<file path="src/rtl/bird_physics_fsm.sv">
// Bird vertical physics and life-cycle FSM for a flappy-style game.
// Gravity/flap integration at a divided tick rate, with collision, death fall and a scan-out pixel test.
module bird_physics_fsm #(
    parameter int XMAX     = 800,
    parameter int YMAX     = 525,
    parameter int X_POS    = 160,
    parameter int BIRD_W   = 16,
    parameter int BIRD_H   = 16,
    parameter int Y_INIT   = 200,
    parameter int Y_TOP    = 0,
    parameter int Y_BOT    = 480,
    parameter int TICK_DIV = 1250000,
    parameter int GRAVITY  = 1,
    parameter int FLAP_VEL = 6,
    parameter int VMAX     = 4
) (
    input  logic                      i_Clk,
    input  logic                      i_Reset,
    input  logic [$clog2(XMAX)-1:0]   i_X_Count,
    input  logic [$clog2(YMAX)-1:0]   i_Y_Count,
    input  logic                      i_Start,
    input  logic                      i_Flap,
    input  logic                      i_Pipe_Hit,
    output logic                      o_Draw_Bird,
    output logic                      o_Dead,
    output logic                      o_Playing,
    output logic [$clog2(YMAX)-1:0]   o_Y_Pos
);

    localparam int unsigned XW = $clog2(XMAX);
    localparam int unsigned YW = $clog2(YMAX);
    localparam int unsigned VW = $clog2(FLAP_VEL + VMAX) + 2;
    localparam int unsigned PW = YW + 2;
    localparam int unsigned CW = (TICK_DIV > 1) ? $clog2(TICK_DIV) : 1;

    localparam logic [CW-1:0]        TICK_LAST = CW'(TICK_DIV - 1);
    localparam logic [YW-1:0]        Y_START   = YW'(Y_INIT);
    localparam logic [YW-1:0]        Y_CEIL    = YW'(Y_TOP + 1);
    localparam logic [YW-1:0]        Y_FLOOR   = YW'(Y_BOT - BIRD_H);
    localparam logic signed [PW-1:0] TOP_S     = PW'(Y_TOP);
    localparam logic signed [PW-1:0] BOT_S     = PW'(Y_BOT);
    localparam logic signed [PW-1:0] FLOOR_S   = PW'(Y_BOT - BIRD_H);
    localparam logic signed [PW-1:0] BH_S      = PW'(BIRD_H);
    localparam logic signed [PW-1:0] VMAX_S    = PW'(VMAX);
    localparam logic signed [VW-1:0] GRAV_V    = VW'(GRAVITY);
    localparam logic signed [VW-1:0] VMAX_V    = VW'(VMAX);
    localparam logic signed [VW-1:0] FLAP_V    = VW'(-FLAP_VEL);
    localparam logic [XW-1:0]        X_LO      = XW'(X_POS);
    localparam logic [XW-1:0]        X_HI      = XW'(X_POS + BIRD_W);
    localparam logic [YW:0]          BH_Y      = (YW+1)'(BIRD_H);

    typedef enum logic [1:0] {
        IDLE   = 2'd0,
        FLYING = 2'd1,
        DYING  = 2'd2,
        DEAD   = 2'd3
    } state_t;

    state_t                state, state_next;
    logic [YW-1:0]         y, y_next;
    logic signed [VW-1:0]  vel, vel_next;
    logic [CW-1:0]         cnt, cnt_next;
    logic                  pend, pend_next;
    logic                  start_prev, flap_prev;
    logic                  dead, dead_next;
    logic                  playing, playing_next;

    logic                  start_edge, flap_edge, run, tick;
    logic signed [VW-1:0]  vel_inc, vel_fall, vel_tick;
    logic signed [PW-1:0]  y_s, y_fly, y_drop;

    // State and datapath registers
    always_ff @(posedge i_Clk) begin
        if (i_Reset) begin
            state      <= IDLE;
            y          <= Y_START;
            vel        <= '0;
            cnt        <= '0;
            pend       <= 1'b0;
            start_prev <= 1'b0;
            flap_prev  <= 1'b0;
            dead       <= 1'b0;
            playing    <= 1'b0;
        end else begin
            state      <= state_next;
            y          <= y_next;
            vel        <= vel_next;
            cnt        <= cnt_next;
            pend       <= pend_next;
            start_prev <= i_Start;
            flap_prev  <= i_Flap;
            dead       <= dead_next;
            playing    <= playing_next;
        end
    end

    // Next-state, physics step and output decode
    always_comb begin
        state_next   = state;
        y_next       = y;
        vel_next     = vel;
        pend_next    = pend;
        cnt_next     = '0;
        dead_next    = 1'b0;
        playing_next = 1'b0;

        start_edge = i_Start & ~start_prev;
        flap_edge  = i_Flap & ~flap_prev;
        run        = (state == FLYING) || (state == DYING);
        tick       = run && (cnt == TICK_LAST);
        if (run) begin
            cnt_next = tick ? '0 : cnt + CW'(1);
        end

        vel_inc  = vel + GRAV_V;
        vel_fall = (vel_inc > VMAX_V) ? VMAX_V : vel_inc;
        vel_tick = (pend || flap_edge) ? FLAP_V : vel_fall;
        y_s      = signed'({2'b00, y});
        y_fly    = y_s + {{(PW-VW){vel_tick[VW-1]}}, vel_tick};
        y_drop   = y_s + VMAX_S;

        case (state)
            IDLE: begin
                y_next    = Y_START;
                vel_next  = '0;
                pend_next = 1'b0;
                if (start_edge) state_next = FLYING;
            end
            FLYING: begin
                // Pipe collision freezes the bird even on a tick cycle
                if (i_Pipe_Hit) begin
                    state_next = DYING;
                    vel_next   = VMAX_V;
                    pend_next  = 1'b0;
                end else if (tick) begin
                    pend_next = 1'b0;
                    vel_next  = vel_tick;
                    if (y_fly <= TOP_S) begin
                        y_next     = Y_CEIL;
                        vel_next   = VMAX_V;
                        state_next = DYING;
                    end else if (y_fly + BH_S >= BOT_S) begin
                        y_next     = Y_FLOOR;
                        vel_next   = VMAX_V;
                        state_next = DYING;
                    end else begin
                        y_next = y_fly[YW-1:0];
                    end
                end else begin
                    pend_next = pend | flap_edge;
                end
            end
            DYING: begin
                vel_next  = VMAX_V;
                pend_next = 1'b0;
                if (y == Y_FLOOR) begin
                    state_next = DEAD;
                end else if (tick) begin
                    y_next = (y_drop >= FLOOR_S) ? Y_FLOOR : y_drop[YW-1:0];
                end
            end
            DEAD: begin
                if (start_edge) begin
                    state_next = IDLE;
                    y_next     = Y_START;
                    vel_next   = '0;
                end
            end
            default: state_next = IDLE;
        endcase

        dead_next    = (state_next == DEAD) && (state != DEAD);
        playing_next = (state_next == FLYING);
    end

    assign o_Dead    = dead;
    assign o_Playing = playing;
    assign o_Y_Pos   = y;

    // Zero-latency sprite hit test against the live scan position
    assign o_Draw_Bird = (i_X_Count >= X_LO) && (i_X_Count < X_HI) &&
                         (i_Y_Count >= y) &&
                         ({1'b0, i_Y_Count} < ({1'b0, y} + BH_Y));

endmodule

</file>
<file path="config.mk">
export PLATFORM = sky130hd
export DESIGN_NAME = bird_physics_fsm
export DESIGN_NICKNAME = d
export VERILOG_FILES = /design/src/rtl/bird_physics_fsm.sv
export SDC_FILE = /design/constraint.sdc
export NUM_CORES = 1
export LEC_CHECK = 0
export ABC_AREA = 1
export CAP_MARGIN = 20
export CORE_ASPECT_RATIO = 0.6
export CORE_MARGIN = 5
export CORE_UTILIZATION = 55
export DETAILED_ROUTE_END_ITERATION = 8
export HOLD_SLACK_MARGIN = 0.06
export PLACE_DENSITY = 0.77
export SYNTH_ARGS = -nofsm -noshare
export SYNTH_HDL_FRONTEND = slang
export SYNTH_SLANG_ARGS = --single-unit
</file>
<file path="constraint.sdc">
create_clock -name i_Clk -period 3.7 [get_ports i_Clk]
set_input_delay 0.37 -clock i_Clk [delete_from_list [all_inputs] [get_ports i_Clk]]
set_output_delay 0.37 -clock i_Clk [all_outputs]
set_load 0.01 [all_outputs]
</file>
Word-level counts from Yosys, hierarchy flattened --
Cells that the tools add are included. Widths: inputs -> output; s select.
Operators by class: add/subtract/negate cells 6, $lt $le $gt $ge 8, equal/unequal tests 14, muxes and demuxes 28, bitwise logic cells 6, reduce and logical (&&, ||, !) cells 13
Operators by type and width (count):
- $mux 10 | 8
- $mux 6 | 7
- $pmux 10 s4 | 1
- $pmux 6 s4 | 1
- $add 21x1->21 const B | 1
- $eq 21x21->1 const B | 1
- $mux 2 | 7
- $add 11x6->12 | 1
- $add 12x6->12 const B | 1
- $ge 12x10->1 const B | 1
- $le 12x1->1 const B | 1
- $ne 2x2->1 const B | 6
- $add 10x3->11 const B | 1
- $add 10x5->11 const B | 1
- $ge 11x9->1 const B | 1
- $lt 10x11->1 | 1
- $eq 10x9->1 const B | 1
- $ge 10x10->1 | 1
- $ge 10x8->1 const B | 1
- $lt 10x8->1 const B | 1
- $pmux 2 s4 | 1
- $add 6x2->6 const B | 1
- $eq 2x2->1 const B | 3
- $gt 6x4->1 const B | 1
- 15 further kinds | 25
Storage, ports and cells: bits in registers 44, output and inout port bits 13, logic and storage cells 84

Logic depth before layout (Yosys ltp) --
depth in word-level cells 14, mapped depth 30, gate-level depth less buffers 30

Worst setup path after synthesis --
OpenSTA, ideal clock, no wires.
kind register -> register, start reg vel[0], end reg state[1], setup time 128 ps, data arrival time 3271 ps, data required time 3572 ps, setup slack 302 ps, cell stages (with the launch flop) 28, path buffers 0, cell sequence dfxtp_1 > ha_1 > nand3_1 > xnor2_1 > inv_1 > a31oi_1 > nor3_1 > ha_1 > fa_1 > nand2_2 > nand2_2 > nand2_1 > nand2_1 > nand2_1 > ha_1 > nand3_1 > inv_1 > nand3_1 > nand2_1 > nand2_1 > o21ai_4 > nand2_4 > nand2_2 > nand2_1 > nand2_1 > nand2_1 > nand2_1 > nor2_1
On the way: cells in the longest elaborated chain, start to end 12, elaborated cells between the ends (all ways) 13, those cells by class add/sub: 3; order compare: 3; mux: 7
Ends and longest elaborated chain:
- from (decl) | line 61 | logic signed [VW-1:0] vel, vel_next;
- from (signal assigned) | line 87 | vel <= vel_next;
- $add 6x2->6 (*) | line 115 | vel_inc = vel + GRAV_V;
- $gt 6x4->1 | line 116 | vel_fall = (vel_inc > VMAX_V) ? VMAX_V : vel_inc;
- $mux 6 (*) | line 116
- $mux 6 (*) | line 117 | vel_tick = (pend || flap_edge) ? FLAP_V : vel_fall;
- $add 11x6->12 (*) | line 119 | y_fly = y_s + {{(PW-VW){vel_tick[VW-1]}}, vel_tick};
- $add 12x6->12 | line 142 | end else if (y_fly + BH_S >= BOT_S) begin
- $ge 12x10->1 | line 142
- $mux 2 | line 142
- $mux 2 (*) | line 138 | if (y_fly <= TOP_S) begin
- $mux 2 (*) | line 135 | end else if (tick) begin
- $mux 2 (*) | line 131 | if (i_Pipe_Hit) begin
- $pmux 2 s4 (*) | line 122 | case (state)
- to (signal assigned) | line 85 | state <= state_next;
- to (decl) | line 59 | state_t state, state_next;
Every way passes the cells marked *; elsewhere a longest branch is shown, timed or not. A chain may end at the register's enable or synchronous reset.

Final worst setup path --
Ends and elaborated chain as after synthesis.

==> impl_summary.log <==
[metrics] setup skew after layout: between 0.006 and 0.007 ns
[metrics] Critical Path Start Type: flop
[metrics] number of instances on the worst hold path: 1
[metrics] global router's overall resource usage: 0.251
[metrics] final worst path period share: 0.973
[metrics] total of warnings raised by yosys: 0
[metrics] FILL cells: between 500 and 600
[metrics] Synth area leader: sky130_fd_sc_hd__dfxtp_1
[metrics] Starting Density: 0.577
[metrics] count of final hold-check violations: 0
[metrics] overall power consumption: around 0.0035 W
[metrics] endpoint arrival time on the critical path: approximately 3.8 ns
[metrics] CP max FO: 4
[metrics] number of iterations in the first detailed-routing pass: 5
[metrics] instance count of the mapped netlist: 616
[metrics] source-to-sink clock delay at the later pin of the worst-skew pair: a little under 0.3 ns
[metrics] number of antenna violations at the first check in global routing: 0
[metrics] CTS hold repair buffers: 0
[metrics] proportion of synthesized area in mux cells: 0
[metrics] Top Ports: 38
[metrics] flip-flop and latch count after synthesis: 44
[metrics] Internal Dissipation: about 0.0017 W
[metrics] Unique masters post-synth: 42
[metrics] Final setup violation count: 0
[metrics] async set-reset flop share out of synthesis: 0
[metrics] leading cell type in the layout, fill and taps excluded: sky130_fd_sc_hd__nand2_1
[metrics] final weighted congestion in routability-driven placement: between 0.9 and 1
[metrics] die span in x: 119 um
[metrics] CP Data Required Time: 3.88 ns
[metrics] maximum level of the CTS H-tree: 2
[metrics] clock network fraction of design power: 0.152
[metrics] classification of the worst setup path: flop to flop
[metrics] worst vdd ir: 0.000377 V
[metrics] ys flop type: sky130_fd_sc_hd__dfxtp_1
[metrics] post-detailed-route DRC marker count: 0
[metrics] result of the run: completed
[metrics] final wirelength: 11.6 mm
[metrics] Pwr Density: between 600 and 700 nW/um^2
[metrics] die boundary height: 75.4 um
[metrics] dpl ws: -0.145 ns
[metrics] part of the power in combinational logic: 0.673
[metrics] number of I/O port buffers: 33
[metrics] CTS tree: built
[metrics] highest-count cells in the layout ignoring fill and taps: sky130_fd_sc_hd__nand2_1, sky130_fd_sc_hd__inv_1, sky130_fd_sc_hd__nor2_1
[metrics] transition time of the tightest slew-check pin: around 0.8 ns
[metrics] Leakage Power: ~2.3 nW
[metrics] fraction of layout cells with a size suffix above 1: 0.178
[metrics] top area cells in the synthesized netlist: sky130_fd_sc_hd__dfxtp_1, sky130_fd_sc_hd__nand2_1, sky130_fd_sc_hd__ha_1
[metrics] routed length per instance: around 15 um
[metrics] fraction of the mapped netlist area in compound gates: 0.115
[metrics] Clock Path Buffers: 2
[metrics] number of diodes added for antenna fixing: 0
[metrics] DP HPWL: around 9 mm
[metrics] CTS clock-pin slew for the worst setup and hold paths: ~0.060 ns
[metrics] via total after detailed routing: approximately 4400
[metrics] path category of the worst min-delay check: flop to flop
[metrics] fin. max-slew vios: 0
[metrics] Non-Filler Cell Area, Final: roughly 5100 um^2
[metrics] area share of the largest cell type after synthesis: 0.225
[metrics] number of instances in the placed design: about 760
[metrics] CTS Sinks: 44
[metrics] Rel. slew slack: 0.467
[metrics] Layout Cells excl Fill: a little under 800
[metrics] post-synthesis sequential area ratio: 0.225
[metrics] setup repair after global routing missed its margin: true
[metrics] core area: approximately 6800 um^2
[metrics] cts bufs inserted: 5
[metrics] Post-Place Cell Area: approximately 4600 um^2
[metrics] count of routing violations after the opening detailed-route iteration: around 380
[metrics] final setup margin: 0.101 ns
[metrics] Period minus WS final: roughly 3.6 ns
[metrics] cell area after synthesis: 3920 um^2
[metrics] type of element capturing the critical path: flop
[metrics] CTS root buffer: sky130_fd_sc_hd__clkbuf_16
[metrics] Std-Cell Rows: 23
[metrics] wire length of the first global-routing pass: 18.4 mm
[metrics] combinational family with the most area after synthesis: simple AND/OR/NAND/NOR gates
[metrics] area share of xor/xnor cells in the synthesized design: 0.0335
[metrics] aggregate global routing overflow: 0
[metrics] Post-DRT Antenna Nets: 0
[metrics] switching power as a share of total power: 0.502
[metrics] number of global-route vias before repair: a little under 4000
[metrics] switching power total: 0.00175 W
[metrics] cell count of the worst reg-to-reg path: 27
[metrics] number of vias per cell: 5.62
[metrics] die footprint: 8970 um^2
[metrics] post-synthesis simple-gate area fraction: 0.390
[metrics] Synthesized Nets: between 600 and 700
[metrics] adder-cell share of the synthesized area: 0.139
[metrics] final net count: roughly 750
[metrics] synthesis-to-finish area growth: 29.3%
[metrics] max-cap violations: 0
[metrics] EDFF count, synth: 0
[metrics] part of the power in registers: 0.175
[metrics] maximum number of pins on one net before global-route repair: 22
[metrics] Mapped Avg Cell Area: roughly 6.4 um^2
[metrics] Max Clock Freq: approximately 280 MHz
==> layer usage <==
metal  GRT usage  part of all wire  up-vias
met4      0.0526            0.0070        0
met2       0.381              0.42      175
met3      0.0571             0.095       15
met5           0                 0        -
li1            -                 -     2149
met1       0.367              0.47     2011
==> flip-flops by register name, summed over array words and instances, names as in the netlist <==
register	count
o_Dead	1
flap_prev	1
vel	6
start_prev	1
o_Y_Pos	10
o_Playing	1
state	2
cnt	21
pend	1
==> layout make-up <==
class | instances | area [um^2] | area share
inverters | 95 | 357 | 0.0704
clock buffers | 6 | 139 | 0.0274
well taps | 87 | 109 | 0.0215
flip-flops and latches | 44 | 890 | 0.176
repair buffers | 69 | 612 | 0.121
multi-input cells | 471 | 2920 | 0.577
clock inverters | 2 | 38.8 | 0.00766
==> cells by family (layout without fill, tap and decap cells) <==
group / count (synthesis) / count (layout)
compound gates: 75 / 75
xor+xnor: 15 / 15
fa+ha+maj: 43 / 43
buf+inv: 101 / 172
flops: 44 / 44
simple gates: 338 / 338
==> stage by stage <==
stage	setup TNS (ns)	hold WS [ns]	utilization
final	0	0.466	0.746
after global routing	-0.958	0.496	0.746
after CTS	0	0.468	0.701
after detailed placement	-1.47	0.459	0.672
after global placement	-0.218	0.429	0.672
after floorplan	0	0.418	-
==> synthesized netlist by cell type, drive strengths merged, types with 3 or more instances <==
library cell / instances
a21oi: 38
and3: 3
clkbuf: 5
dfxtp: 44
ha: 42
inv: 95
nand2: 171
nand3: 51
nand4: 18
nor2: 63
nor3: 17
nor3b: 6
nor4: 4
o21a: 6
o21ai: 17
o22ai: 4
xnor2: 3
xor2: 12
==> critical path, cell delays in order (launching register included) <==
cell and delay (ns):
sky130_fd_sc_hd__dfxtp_4 0.36, sky130_fd_sc_hd__buf_4 0.15, sky130_fd_sc_hd__ha_1 0.19, sky130_fd_sc_hd__inv_1 0.05, sky130_fd_sc_hd__nand2_1 0.08, sky130_fd_sc_hd__a31oi_4 0.27
sky130_fd_sc_hd__nor3_4 0.06, sky130_fd_sc_hd__ha_2 0.21, sky130_fd_sc_hd__fa_2 0.37, sky130_fd_sc_hd__nand2_2 0.09, sky130_fd_sc_hd__nand2_2 0.08, sky130_fd_sc_hd__buf_6 0.13
sky130_fd_sc_hd__nand3_4 0.08, sky130_fd_sc_hd__nand2_2 0.06, sky130_fd_sc_hd__nand2_1 0.07, sky130_fd_sc_hd__nand2_2 0.10, sky130_fd_sc_hd__nor2_4 0.15, sky130_fd_sc_hd__nand3_1 0.11
sky130_fd_sc_hd__nand2_1 0.09, sky130_fd_sc_hd__nand2_2 0.06, sky130_fd_sc_hd__o21ai_4 0.21, sky130_fd_sc_hd__nand2_4 0.11, sky130_fd_sc_hd__nand2_4 0.07, sky130_fd_sc_hd__nand2_1 0.05
sky130_fd_sc_hd__nand2_1 0.08, sky130_fd_sc_hd__nand2_2 0.09, sky130_fd_sc_hd__nand2_2 0.08, sky130_fd_sc_hd__nor2_1 0.04
==> worst paths after layout <==
check	from	slack (ns)	end
worst min register to register	cnt[0]	0.47	cnt[0]
worst min-delay path	cnt[0]	0.47	cnt[0]
worst max-delay path	vel[0]	0.10	state[1]
worst max register to register	vel[0]	0.10	state[1]
==> power groups by stage <==
stage               combinational [W]  sequential (W)  clock [W]
floorplan                     0.00137        0.000624          0
global placement              0.00194        0.000611          0
detailed placement            0.00201        0.000614          0
CTS                           0.00204        0.000605   0.000530
global route                  0.00260        0.000617   0.000551
finish                        0.00234        0.000611   0.000530
==> what timing repair did <==
| action | 4_1_cts | 5_1_grt |
|---|---|---|
| setup buffers | 0 | 5 |
| pin swaps | 3 | 14 |
| endpoints found under the setup margin | 9 | 20 |
| resized for setup | 8 | 63 |
Note: power is estimated with default switching activity, not from simulation.
==> RTL edit 1: new RTL, config.mk and constraints unchanged <==
The 4 states of `state_t` get a one-hot encoding in 4 bits.
--- a/src/rtl/bird_physics_fsm.sv
+++ b/src/rtl/bird_physics_fsm.sv
@@ -49,11 +49,11 @@
     localparam logic [XW-1:0]        X_HI      = XW'(X_POS + BIRD_W);
     localparam logic [YW:0]          BH_Y      = (YW+1)'(BIRD_H);
 
-    typedef enum logic [1:0] {
-        IDLE   = 2'd0,
-        FLYING = 2'd1,
-        DYING  = 2'd2,
-        DEAD   = 2'd3
+    typedef enum logic [3:0] {
+        IDLE   = 4'b0001,
+        FLYING = 4'b0010,
+        DYING  = 4'b0100,
+        DEAD   = 4'b1000
     } state_t;
 
     state_t                state, state_next;
Function: same outputs for any inputs over 10 cycles, from zero or initial values and one cycle with i_Reset high; not proved beyond that.
==> RTL edit 1 against the original RTL <==
  * Sequential cell count increased by 2
  * Wire length fell by 9.2%
  * Area after synthesis rose by 0.26%
  * Design area fell by 4.9%
  * Setup slack improved by 84 ps
  * Non-clock buffer count down 13
  * Cell count is 3.0% lower
  * Critical path type unchanged
  * Critical endpoint is now o_Dead$_SDFF_PP0_
  * Largest cell class unchanged
Power is not compared: it rests on default switching activity, and its combinational part moved more than twofold at a synthesized area within 25%.
==> RTL edit 1: results (changes against the original RTL) <==
| Metric | Value |
|---|---|
| Ratio of cells with drive above 1 in the final layout | `15.96% (was 17.76%)` |
| Total Routing Usage GR | `23.22% (was 25.11%)` |
| Register ranked first by flip-flop count | `cnt (unchanged)` |
| Sequential share of the synthesized area | `23.44% (was 22.48%)` |
| Worst hold slack | `456.3 ps (was 466.1 ps)` |
| Result of the run | `completed (unchanged)` |
| Number of buffers on the longest clock path | `2 (unchanged)` |
| Commonest cells in the synthesized netlist | `sky130_fd_sc_hd__nand2_1, sky130_fd_sc_hd__inv_1, sky130_fd_sc_hd__nor2_1, sky130_fd_sc_hd__dfxtp_1, sky130_fd_sc_hd__nand3_1 (was sky130_fd_sc_hd__nand2_1, sky130_fd_sc_hd__inv_1, sky130_fd_sc_hd__nor2_1, sky130_fd_sc_hd__nand3_1, sky130_fd_sc_hd__dfxtp_1)` |
| First-pass GRT wire length | `16830 um (was 18420 um)` |
| Number of CTS-inserted buffers | `5 (unchanged)` |
| Worst Setup Slack, final | `185.2 ps (was 101.4 ps)` |
| Total number of vias | `4098 (was 4350)` |
| Placed wire-length estimate after detailed placement | `8145 um (was 8843 um)` |
| Total of fill cells in the finished design | `578 (was 539)` |
| Tightest Pin Transition | `518.8 ps (was 797.6 ps)` |
| Worst slack at placement | `10.83 ps (was -145.1 ps)` |
| Terminus of the critical flop-to-flop path | `o_Dead$_SDFF_PP0_ (was state[1]$_SDFF_PP0_)` |
| Slowest stage cell on the critical path | `sky130_fd_sc_hd__dfxtp_4 (was sky130_fd_sc_hd__fa_2)` |
| Largest net degree at the start of global routing | `21 (was 22)` |
| Diode count | `0 (unchanged)` |
| Routability-driven placement congestion ratio | `0.9053 (was 0.9638)` |
| Synthesis warning total | `0 (unchanged)` |
| Vias in the first global route | `3579 (was 3849)` |
| CTS Root Cell | `sky130_fd_sc_hd__clkbuf_16 (unchanged)` |
| Final instance count without filler cells | `751 (was 774)` |
| CP Data Arrival Time | `3710 ps (was 3780 ps)` |
| Dominant cells by area after synthesis | `sky130_fd_sc_hd__dfxtp_1, sky130_fd_sc_hd__nand2_1, sky130_fd_sc_hd__ha_1 (unchanged)` |
| Startpoint of the lowest-slack register-to-register path | `vel[1]$_SDFFE_PP0P_ (was vel[0]$_SDFFE_PP0P_)` |
| Synthesized netlist cell count | `605 (was 616)` |
| Count of nets after finishing | `726 (was 754)` |
| Worst skew pair latency | `290 ps (about the same)` |
| VDD IR-drop max | `191.3 uV` |
| Net count of the mapped netlist | `668 (was 684)` |
| Count of unique library cells instantiated by Yosys | `46 (was 42)` |
| Critical path peak fanout | `7 (was 4)` |
| Final worst clock skew | `6.956 ps (was 6.208 ps)` |
| DP Cell Count | `740 (was 761)` |
| DRC violation total after the first TritonRoute iteration | `396 (was 376)` |
| Detailed-route wire length | `10560 um (was 11630 um)` |
RTL edit 1: cell types whose count changed in the layout (fill, tap and decap cells not counted), sizes merged, moves of 4 or more:
| cell | change |
|---|---|
| ha | -5 |
| nand2 | -15 |
| o21ai | +10 |
| nor3b | -5 |
| nor3 | +4 |
| buf | -13 |
| inv | +5 |
RTL edit 1: layout make-up:
class                           count  share of cell area, %
Clock buffer                        5                  2.598
Inverter                           99                  7.768
Sequential cell                    46                  19.28
Clock inverter                      3                 0.9093
Timing Repair Buffer               56                  10.52
Multi-Input combinational cell    455                  56.66
Tap cell                           87                  2.260
RTL edit 1: worst register-to-register path, delay by kind of cell (launching register included):
| family | cells | cell delay, ps |
|---|---|---|
| AND/OR/NAND/NOR | 19 | 1710 |
| adder cells (fa/ha/maj) | 4 | 910 |
| flip-flops | 1 | 380 |
| AO/OA/AOI/OAI | 2 | 250 |
| XOR/XNOR | 1 | 130 |
| buffers and inverters | 1 | 60 |
RTL edit 1: power by group through the flow:
stage | sequential (uW) | combinational [uW] | clock [uW]
global route | 524 | 594 | 550
detailed placement | 533 | 502 | 0
CTS | 522 | 506 | 527
global placement | 533 | 488 | 0
floorplan | 534 | 352 | 0
finish | 522 | 537 | 520
RTL edit 1: routing by layer:
metal  GRT usage [%]  wire, um  vias up
met5               0         0        -
met4           4.750        82        0
met3           4.748       766       11
met2           36.65      4507      143
met1           33.30      5206     1856
li1                -         -     2088
RTL edit 1: cell families (layout without fill, tap and decap cells):
logic type | count (synthesis) | after routing | synth area share [%]
xor gates and xnor gates | 15 | 15 | 3.344
and+or+nand+nor | 325 | 325 | 39.84
AOI/OAI and AO/OA | 77 | 77 | 10.96
buffers and inverters | 104 | 163 | 10.13
adders and majority gates | 38 | 38 | 12.29
DFF | 46 | 46 | 23.44
RTL edit 1: stage by stage:
step	instance area (um2)	power (uW)	util (%)
final	4816	1579	70.61
after global routing	4816	1668	70.61
after CTS	4663	1554	68.37
after detailed placement	4494	1035	65.90
after global placement	4494	1021	65.90
after floorplan	3929	886.7	-
RTL edit 1: worst max path at each step:
stage / start / end
after floorplan: vel[0]$_SDFFE_PP0P_ / o_Dead$_SDFF_PP0_
after global placement: i_Flap / o_Y_Pos[1]$_SDFFE_PP0P_
after detailed placement: i_Flap / o_Dead$_SDFF_PP0_
after CTS: vel[1]$_SDFFE_PP0P_ / o_Y_Pos[1]$_SDFFE_PP0P_
after global routing: vel[1]$_SDFFE_PP0P_ / o_Dead$_SDFF_PP0_
final: vel[1]$_SDFFE_PP0P_ / o_Dead$_SDFF_PP0_
RTL edit 1: repair_timing:
action,in CTS,in global routing
endpoints found under the setup margin,0,20
resized for setup,0,34
buffers inserted,0,3
hold buffers,0,0
hold endpoints to repair,0,0
==> RTL edit 2: new RTL, same settings <==
Made on the original files. Change the parameter `YMAX` from 525 to 1050.
--- a/src/rtl/bird_physics_fsm.sv
+++ b/src/rtl/bird_physics_fsm.sv
@@ -2,7 +2,7 @@
 // Gravity/flap integration at a divided tick rate, with collision, death fall and a scan-out pixel test.
 module bird_physics_fsm #(
     parameter int XMAX     = 800,
-    parameter int YMAX     = 525,
+    parameter int YMAX     = 1050,
     parameter int X_POS    = 160,
     parameter int BIRD_W   = 16,
     parameter int BIRD_H   = 16,
Interface: changed (resized i_Y_Count and o_Y_Pos); port bits go from 38 to 40. The function was not compared with the original's and may differ.
==> RTL edit 2 against the original RTL <==
  * The flow now finishes with violations (negative setup slack)
  * Wire length rose by 11%
  * Sequential cell count rose by 1
  * Power fell by 3.8%
  * Synthesized cell count rose by 3.9%
  * Setup slack got worse by 150 ps
  * Area after synthesis rose by 5.9%
  * Worst hold slack improved by 2.5 ps
  * Design area rose by 11%
  * Critical endpoint is now o_Dead$_SDFF_PP0_
==> RTL edit 2: results (changes against the original RTL) <==
| Metric | Value |
|---|---|
| Worst Setup Slack, final | `-48.78 ps (was 101.4 ps)` |
| CP Data Arrival Time | `3980 ps (was 3780 ps)` |
| Number of failing setup endpoints in the final timing report | `5 (was 0)` |
| Commonest cells in the synthesized netlist | `sky130_fd_sc_hd__nand2_1, sky130_fd_sc_hd__inv_1, sky130_fd_sc_hd__nor2_1, sky130_fd_sc_hd__nand3_1, sky130_fd_sc_hd__a21oi_1 (was sky130_fd_sc_hd__nand2_1, sky130_fd_sc_hd__inv_1, sky130_fd_sc_hd__nor2_1, sky130_fd_sc_hd__nand3_1, sky130_fd_sc_hd__dfxtp_1)` |
| Count of unique library cells instantiated by Yosys | `46 (was 42)` |
| Worst hold path cell count | `2 (was 1)` |
| Total clock sinks | `45 (was 44)` |
| Final instance count without filler cells | `846 (was 774)` |
| Port buffer count | `35 (was 33)` |
| Routability-driven placement congestion ratio | `0.9196 (was 0.9638)` |
| Violated checks | `negative setup slack` |
| Largest net degree at the start of global routing | `19 (was 22)` |
| Dominant cells by area after synthesis | `sky130_fd_sc_hd__dfxtp_1, sky130_fd_sc_hd__ha_1, sky130_fd_sc_hd__nand2_1 (was sky130_fd_sc_hd__dfxtp_1, sky130_fd_sc_hd__nand2_1, sky130_fd_sc_hd__ha_1)` |
| Tightest Pin Transition | `657.1 ps (was 797.6 ps)` |
| Total Routing Usage GR | `26.59% (was 25.11%)` |
| Synthesized netlist cell count | `640 (was 616)` |
| Detailed-route wire length | `12860 um (was 11630 um)` |
| First-pass GRT wire length | `20420 um (was 18420 um)` |
| Vias in the first global route | `4302 (was 3849)` |
| DP Cell Count | `822 (was 761)` |
| First drt pass iteration count | `6 (was 5)` |
| Placed wire-length estimate after detailed placement | `9351 um (was 8843 um)` |
| Static power due to leakage | `0.002501 uW (was 0.002314 uW)` |
| Total number of vias | `4726 (was 4350)` |
| Result of the run | `finished with violations (was completed)` |
| Count of nets after finishing | `814 (was 754)` |
| VDD IR-drop max | `427.7 uV (was 376.5 uV)` |
| Ratio of cells with drive above 1 in the final layout | `24.66% (was 17.76%)` |
-- RTL edit 2: changes by cell type after synthesis, moves of 4 or more --
cell                       change
sky130_fd_sc_hd__ha_1          +4
sky130_fd_sc_hd__o21a_1        -5
sky130_fd_sc_hd__nand2_1      -19
sky130_fd_sc_hd__nand2_2       +6
sky130_fd_sc_hd__clkbuf_1      -4
sky130_fd_sc_hd__a21oi_1      +14
sky130_fd_sc_hd__nand4_1       -5
sky130_fd_sc_hd__nor3_1        +4
sky130_fd_sc_hd__o21ai_0      +12
sky130_fd_sc_hd__inv_1         +5
-- RTL edit 2: worst min-delay path by stage --
stage                            startpoint                end  slack (ps)
after floorplan           cnt[0]$_SDFF_PP0_  cnt[0]$_SDFF_PP0_         430
after global placement    cnt[0]$_SDFF_PP0_  cnt[0]$_SDFF_PP0_         450
after detailed placement  cnt[0]$_SDFF_PP0_  cnt[0]$_SDFF_PP0_         460
after CTS                 cnt[3]$_SDFF_PP0_  cnt[3]$_SDFF_PP0_         470
after global routing      cnt[3]$_SDFF_PP0_  cnt[3]$_SDFF_PP0_         500
final                     cnt[3]$_SDFF_PP0_  cnt[3]$_SDFF_PP0_         470
-- RTL edit 2: cell type report --
class                   count  area share [%]
flip-flops and latches     45           16.19
inverters                 102           6.902
multi-input cells         490           57.00
repair buffers             97           14.97
clock buffers               5           2.234
well taps                 104           2.323
clock inverters             3          0.3797
-- RTL edit 2: timing repair --
| action | 4_1_cts | 5_1_grt |
|---|---|---|
| setup endpoints to repair | 21 | 21 |
| endpoints found under the hold margin | 0 | 0 |
| buffers inserted | 8 | 8 |
| resized for setup | 33 | 63 |
| pin swaps | 17 | 20 |
-- RTL edit 2: cell families after synthesis --
family,count (synthesis),synth area share [%]
XOR/XNOR,16,3.920
AND/OR/NAND/NOR,330,37.52
AO/OA/AOI/OAI,97,12.94
flip-flops,45,21.71
buffers and inverters,105,9.559
adder cells (fa/ha/maj),47,14.35
-- RTL edit 2: where the power goes --
part | internal [uW] | leakage (uW) | switching, uW | total (uW)
clock network | 252 | 0.0000702 | 205 | 456
registers | 545 | 0.000367 | 78.3 | 623
logic | 931 | 0.00206 | 1340 | 2270
total | 1730 | 0.00250 | 1620 | 3350
-- RTL edit 2: layer usage --
layer	up-vias	GRT usage, %	share of wire (%)
li1	2310	-	-
met1	2176	40.34	47
met2	213	39.32	43
met3	27	4.706	8.3
met4	0	4.916	1.6
met5	-	0	0
-- RTL edit 2: metrics by stage --
step / TNS (ps) / worst slack [ps] / cell area [um2] / hold WS (ps)
floorplan: 0 / 7.760 / 4150 / 430.3
global placement: -2215 / -181.0 / 4964 / 446.9
detailed placement: -4866 / -329.0 / 4964 / 457.1
CTS: 0 / 5.406 / 5305 / 470.5
global route: -2715 / -216.5 / 5602 / 499.4
finish: -124.4 / -48.78 / 5602 / 468.6
